==> src/rtl/clk_div_ctrl_pkg.sv <==
// Purpose : shared types and constants for the programmable clock divider.
// Latency : n/a (declarations only).
// Backpres: n/a.
package clk_div_ctrl_pkg;

    // Controller states: stopped, running at o_cur_div, running with a
    // ratio change waiting for the period boundary.
    typedef enum logic [1:0] {
        ST_IDLE = 2'd0,
        ST_RUN  = 2'd1,
        ST_PEND = 2'd2
    } state_t;

    // Smallest ratio that still yields a high and a low phase.
    localparam int DIV_MIN = 2;

endpackage

==> src/rtl/clk_div_ctrl_div_core.sv <==
// Purpose : period counter and duty compare for the divided clock.
// Latency : level registered; i_load gives a high level on the next cycle.
// Backpres: none; follows i_load / i_run every cycle.
//
// Ports:
//   i_clk, i_rst : clock, async active-high reset
//   i_n          : ratio N of the period currently being generated
//   i_load       : start a new period (count 0, level high) on the next cycle
//   i_run        : advance the count; when low (and no load) the core parks
//   o_bnd        : count is at N-1, the last cycle of the period
//   o_lvl        : registered divided-clock level
module div_core
    import clk_div_ctrl_pkg::*;
#(
    parameter int CNT_W = 8
) (
    input  logic             i_clk,
    input  logic             i_rst,
    input  logic [CNT_W-1:0] i_n,
    input  logic             i_load,
    input  logic             i_run,
    output logic             o_bnd,
    output logic             o_lvl
);

    logic [CNT_W-1:0] r_cnt;
    logic             r_lvl;

    logic [CNT_W-1:0] w_high;
    logic [CNT_W-1:0] w_cnt_inc;

    // High phase gets the extra cycle of an odd ratio.
    assign w_high    = i_n - (i_n >> 1);
    assign w_cnt_inc = r_cnt + CNT_W'(1);
    assign o_bnd     = (r_cnt == i_n - CNT_W'(1));
    assign o_lvl     = r_lvl;

    // The level is computed from the next count value so that it is
    // registered yet stays aligned with r_cnt.
    always_ff @(posedge i_clk or posedge i_rst) begin
        if (i_rst) begin
            r_cnt <= '0;
            r_lvl <= 1'b0;
        end else if (i_load) begin
            r_cnt <= '0;
            r_lvl <= 1'b1;
        end else if (i_run) begin
            r_cnt <= w_cnt_inc;
            r_lvl <= (w_cnt_inc < w_high);
        end else begin
            r_cnt <= '0;
            r_lvl <= 1'b0;
        end
    end

endmodule

==> src/rtl/clk_div_ctrl.sv <==
// Purpose : glitch-free programmable clock divider with ratio-change handshake.
// Latency : all outputs registered; ack/err/first high level one cycle after request.
// Backpres: o_busy while a change is pending; requests during o_busy are dropped.
//
// Ports:
//   i_clk, i_rst       : clock, async active-high reset
//   i_en               : run level; dropping it stops after the current period
//   i_req, i_div       : ratio-change strobe and requested ratio N
//   o_div_clk, o_tick  : divided clock and its rising-edge pulse
//   o_ack, o_err       : new ratio in effect / invalid request pulses
//   o_busy, o_cur_div  : change pending flag, ratio currently in effect
module clk_div_ctrl
    import clk_div_ctrl_pkg::*;
#(
    parameter int CNT_W = 8
) (
    input  logic             i_clk,
    input  logic             i_rst,
    input  logic             i_en,
    input  logic             i_req,
    input  logic [CNT_W-1:0] i_div,
    output logic             o_div_clk,
    output logic             o_tick,
    output logic             o_ack,
    output logic             o_err,
    output logic             o_busy,
    output logic [CNT_W-1:0] o_cur_div
);

    state_t           r_state;
    logic [CNT_W-1:0] r_pend;
    logic [CNT_W-1:0] r_cur_div;
    logic             r_tick;
    logic             r_ack;
    logic             r_err;
    logic             r_busy;

    state_t           w_state_nxt;
    logic [CNT_W-1:0] w_pend_nxt;
    logic [CNT_W-1:0] w_cur_nxt;
    logic             w_ack;
    logic             w_err;
    logic             w_load;
    logic             w_run;
    logic             w_bnd;
    logic             w_lvl;
    logic             w_req_ok;
    logic             w_req_bad;

    assign w_req_ok  = i_req && (i_div >= CNT_W'(DIV_MIN));
    assign w_req_bad = i_req && (i_div <  CNT_W'(DIV_MIN));

    div_core #(.CNT_W(CNT_W)) u_core (
        .i_clk  (i_clk),
        .i_rst  (i_rst),
        .i_n    (r_cur_div),
        .i_load (w_load),
        .i_run  (w_run),
        .o_bnd  (w_bnd),
        .o_lvl  (w_lvl)
    );

    always_ff @(posedge i_clk or posedge i_rst) begin
        if (i_rst) begin
            r_state   <= ST_IDLE;
            r_pend    <= '0;
            r_cur_div <= '0;
            r_tick    <= 1'b0;
            r_ack     <= 1'b0;
            r_err     <= 1'b0;
            r_busy    <= 1'b0;
        end else begin
            r_state   <= w_state_nxt;
            r_pend    <= w_pend_nxt;
            r_cur_div <= w_cur_nxt;
            r_tick    <= w_load;
            r_ack     <= w_ack;
            r_err     <= w_err;
            r_busy    <= (w_state_nxt == ST_PEND);
        end
    end

    always_comb begin
        w_state_nxt = r_state;
        w_pend_nxt  = r_pend;
        w_cur_nxt   = r_cur_div;
        w_ack       = 1'b0;
        w_err       = 1'b0;
        w_load      = 1'b0;
        w_run       = 1'b0;

        unique case (r_state)
            ST_IDLE: begin
                if (w_req_ok) begin
                    w_cur_nxt = i_div;
                    w_ack     = 1'b1;
                    if (i_en) begin
                        w_load      = 1'b1;
                        w_state_nxt = ST_RUN;
                    end
                end else if (w_req_bad) begin
                    w_err = 1'b1;
                end else if (i_en && (r_cur_div != '0)) begin
                    w_load      = 1'b1;
                    w_state_nxt = ST_RUN;
                end
            end

            ST_RUN: begin
                w_run = 1'b1;
                // A request in the boundary cycle becomes pending and only
                // switches at the next boundary, never mid-period.
                if (w_req_ok) begin
                    w_pend_nxt  = i_div;
                    w_state_nxt = ST_PEND;
                end else if (w_req_bad) begin
                    w_err = 1'b1;
                end
                if (w_bnd) begin
                    if (i_en) begin
                        w_load = 1'b1;
                    end else begin
                        // Stopping: there is no later boundary, so a request
                        // in this cycle is committed right away.
                        w_run       = 1'b0;
                        w_state_nxt = ST_IDLE;
                        if (w_req_ok) begin
                            w_cur_nxt = i_div;
                            w_ack     = 1'b1;
                        end
                    end
                end
            end

            ST_PEND: begin
                w_run = 1'b1;
                if (w_bnd) begin
                    w_cur_nxt = r_pend;
                    w_ack     = 1'b1;
                    if (i_en) begin
                        w_load      = 1'b1;
                        w_state_nxt = ST_RUN;
                    end else begin
                        w_run       = 1'b0;
                        w_state_nxt = ST_IDLE;
                    end
                end
            end

            default: begin
                w_state_nxt = ST_IDLE;
            end
        endcase
    end

    assign o_div_clk = w_lvl;
    assign o_tick    = r_tick;
    assign o_ack     = r_ack;
    assign o_err     = r_err;
    assign o_busy    = r_busy;
    assign o_cur_div = r_cur_div;

endmodule
==> config.mk <==
export PLATFORM = sky130hd
export DESIGN_NAME = clk_div_ctrl
export DESIGN_NICKNAME = d
export VERILOG_FILES = /design/src/rtl/clk_div_ctrl_pkg.sv /design/src/rtl/clk_div_ctrl_div_core.sv /design/src/rtl/clk_div_ctrl.sv
export SDC_FILE = /design/constraint.sdc
export NUM_CORES = 1
export LEC_CHECK = 0
export BUFFER_PORTS_ARGS = -buffer_cell sky130_fd_sc_hd__buf_2
export CAP_MARGIN = 30
export CORE_MARGIN = 10
export CORE_UTILIZATION = 59
export CTS_BUF_LIST = sky130_fd_sc_hd__clkbuf_16
export DETAILED_ROUTE_END_ITERATION = 8
export PLACE_DENSITY = 0.84
export SETUP_SLACK_MARGIN = 0.02
export SKIP_LAST_GASP = 1
export SLEW_MARGIN = 20
export SYNTH_ARGS = -nofsm -noshare
export SYNTH_HDL_FRONTEND = slang
export SYNTH_SLANG_ARGS = --single-unit
==> constraint.sdc <==
create_clock -name i_clk -period 3.1 [get_ports i_clk]
set_input_delay 0.62 -clock i_clk [delete_from_list [all_inputs] [get_ports i_clk]]
set_output_delay 0.62 -clock i_clk [all_outputs]
set_load 0.05 [all_outputs]
==> results list <==
- The flow ran to the end, and the final reports show no timing, DRC or antenna violations.
- In this run the biggest area consumer among cell types represents 34.54% of the synthesized area.
- Count of final max-slew check failures: 0
- Remaining global-route overflow: 0
- Proportion of synthesized flip-flops having asynchronous set or reset: 100.0%
- The critical path is of the reg -> reg type.
- Hold Buf Count CTS: 0
- The final hold violation count came to 0.
- CTS buffer count: 5
- Routability congestion estimate from global placement: 0.8651
- Warnings, synthesis: 0
- STA classifies the critical path endpoint as a register.
- For flop-to-flop paths, the worst setup slack is 450 ps.
* Post-synthesis cell type with the largest combined area: dfrtp_1
- Pin placement for this block handled 25 I/O pins.
- Clock edge transition at the registers on the reported setup and hold paths: 50 ps
- Adding up every negative setup slack in the final design gives 0 ps.
* Die Width: 81.70 um
- The count of buffers added on input and output ports is 24.
- Wire length of the first global-routing pass: 8.238 mm
* Num rows: 22
* Number of standard cells in the final layout excluding fillers: 296
* Leading cell types by count after synthesis: dfrtp_1, ha_1, inv_1
- Critical path peak fanout: 8
- At the worst endpoint, the required time is 3250 ps.
- Number of antenna-violating nets in the routed design: 0
- In the routed design, unresolved DRC markers number 0.
- Final setup violation count: 0
* Logic depth of the worst register-to-register path: 9
- The most used flip-flop cell after synthesis is dfrtp_1.
- Worst ir drop on vdd: 0.7652 mV
* Critical Path Start Type: register
* # placed instances: 289
- For this design the static power due to leakage is 0.001324 uW.
- The synthesized design contains 31 register bits.
- The die covers 6674 um2.
* Buffers inserted during post-CTS setup optimization: 0
- Post-synth design cell area: 2246 um2
- Post-synth net total: 258
* Count of antenna diodes in the layout: 0
- After synthesis, the netlist uses 44 different library cells.
- Summed over all nets, the half-perimeter wirelength after detailed placement is 3.859 mm.
- Total vias in the final route: 1667
- Die height: 81.70 um
- Initial core utilization: 61.35%
* Class of the most critical hold timing path: in -> async
- Total of fill cells in the finished design: 267
- The pre-antenna-repair detailed-routing pass consisted of 4 iterations.
- Count leader, synth: dfrtp_1
- The routed design could run at a clock period as short as 2646 ps.
* Total wirelength of the detailed-routed design: 4.836 mm
- Pin count of the biggest net entering global routing: 32
- Gates resized during post-CTS repair numbered 0.
- Timing would allow up to 377.9 MHz.
- Setup repair after global routing left no endpoint under its margin.
- The final layout contains 290 nets.
- For this design the ratio of total power to cell area is 1212 nW/um2.
- Post-synthesis instance total: 216
- Measured against its own limit, the worst slew margin works out to 58.74%.
* Crit share post-route: 85.36%
* DR WL/cell: 16.34 um
- In the global route stage, overall resource usage came out at 15.96%.
- In this run, synthesis inferred 0 flip-flops with an integrated enable.
* Count of routing violations after the opening detailed-route iteration: 82
- TritonCTS clock tree: built
- The area growth from synthesis to layout is 14.48%.
* CTS H-tree lvls: 2
* Area of the placeable core: 3661 um2
- Detail-routed via count per cell: 5.632
* Sinks on the clock net: 31
- Antenna violations before repair: 0
- The via count of the first global-routing pass came to 1723.
- Maximum count of clock buffers along a single path: 2
- Sorting the synthesized cells by area gives the leading types as dfrtp_1, ha_1, mux2i_1.
- Final clock skew: 3.289 ps
- Of the cells placed in the final design, the portion with a size suffix greater than 1 is 19.35%.
* Least-Margin Pin Slew: 611.2 ps
* Share of the yosys chip area belonging to registers: 34.54%
- Buffer cell driving the clock tree root: clkbuf_16
- For the worst-skew pair, the clock arrives at the later sink with an insertion delay of 270 ps.
- Arrival time reported for the critical path endpoint: 2790 ps
* Mean area per synthesized cell: 10.40 um2
- Max-cap violation count: 0
-- worst max-delay path, stage by stage (launching register included) --
cell and delay (ps):
dfrtp_1 420, inv_1 200, ha_1 230, a21bo_2 240, a21oi_1 200, o2111ai_2 210
o41ai_1 510, nand3b_1 160, buf_4 220, mux2i_1 130
-- metrics by stage --
stage | cell area (um2) | setup WS [ps] | utilization (%) | hold slack, ps | total power (uW)
floorplan | 2246 | 403.0 | - | 479.2 | 2220
global placement | 2437 | 597.0 | 66.58 | 486.4 | 2557
detailed placement | 2437 | 561.2 | 66.58 | 494.9 | 2650
CTS | 2571 | 503.8 | 70.23 | 421.3 | 3117
global route | 2571 | 263.0 | 70.23 | 440.4 | 3369
finish | 2571 | 453.8 | 70.23 | 409.9 | 3116
-- kinds of logic after synthesis --
logic type               share of synthesized area, %
AND/OR/NAND/NOR                                 11.92
XOR/XNOR                                        9.694
buffers and inverters                           3.844
adder cells (fa/ha/maj)                         17.05
flip-flops                                      34.54
multiplexers                                    11.64
AO/OA/AOI/OAI                                   11.31
-- final cells by class --
class / count / area (um2) / area share, %
Inverter: 20 / 75.07 / 2.920
Tap cell: 48 / 60.06 / 2.336
Multi-Input combinational cell: 163 / 1384 / 53.82
Clock inverter: 2 / 8.758 / 0.3406
Sequential cell: 31 / 775.7 / 30.17
Clock buffer: 5 / 125.1 / 4.866
Timing Repair Buffer: 27 / 142.6 / 5.547
-- final timing paths --
kind                         startpoint               to
setup / recovery           o_cur_div[5]     o_cur_div[5]
hold / removal                    i_rst       r_state[0]
setup reg to reg           o_cur_div[5]     o_cur_div[5]
hold reg to reg               r_pend[4]        r_pend[4]
max in group asynchronous         i_rst  u_core.r_cnt[1]
min in group i_clk            r_pend[4]        r_pend[4]
-- layer usage --
layer	routed length, um	vias up	global-route usage, %
met4	70	0	5.782
met1	2111	806	18.41
met5	0	-	0
li1	-	816	-
met2	2462	38	27.73
met3	192	7	4.367
-- sequential cells by signal (all words and copies together), names as in the netlist --
| name | cells |
|---|---|
| o_cur_div | 8 |
| r_pend | 8 |
| u_core.r_cnt | 8 |
| r_state | 2 |
| o_ack | 1 |
| o_busy | 1 |
| o_err | 1 |
| o_tick | 1 |
| u_core.o_lvl | 1 |
-- power breakdown --
group | switching (uW) | internal, uW
combinational | 1180 | 799
clock | 154 | 286
sequential | 138 | 559
-- cell usage in the layout (no fill, tap or decap), types with 7 or more instances in the layout --
cell     count
xor2_1       7
inv_1       20
mux2i_1     16
nor2_1       9
ha_1        29
dfrtp_1     31
and3_1      10
xnor2_1     16
buf_2       24
mux2_2       8
a21oi_1     10
nand2_1     12
(Power assumes the default switching activity.)
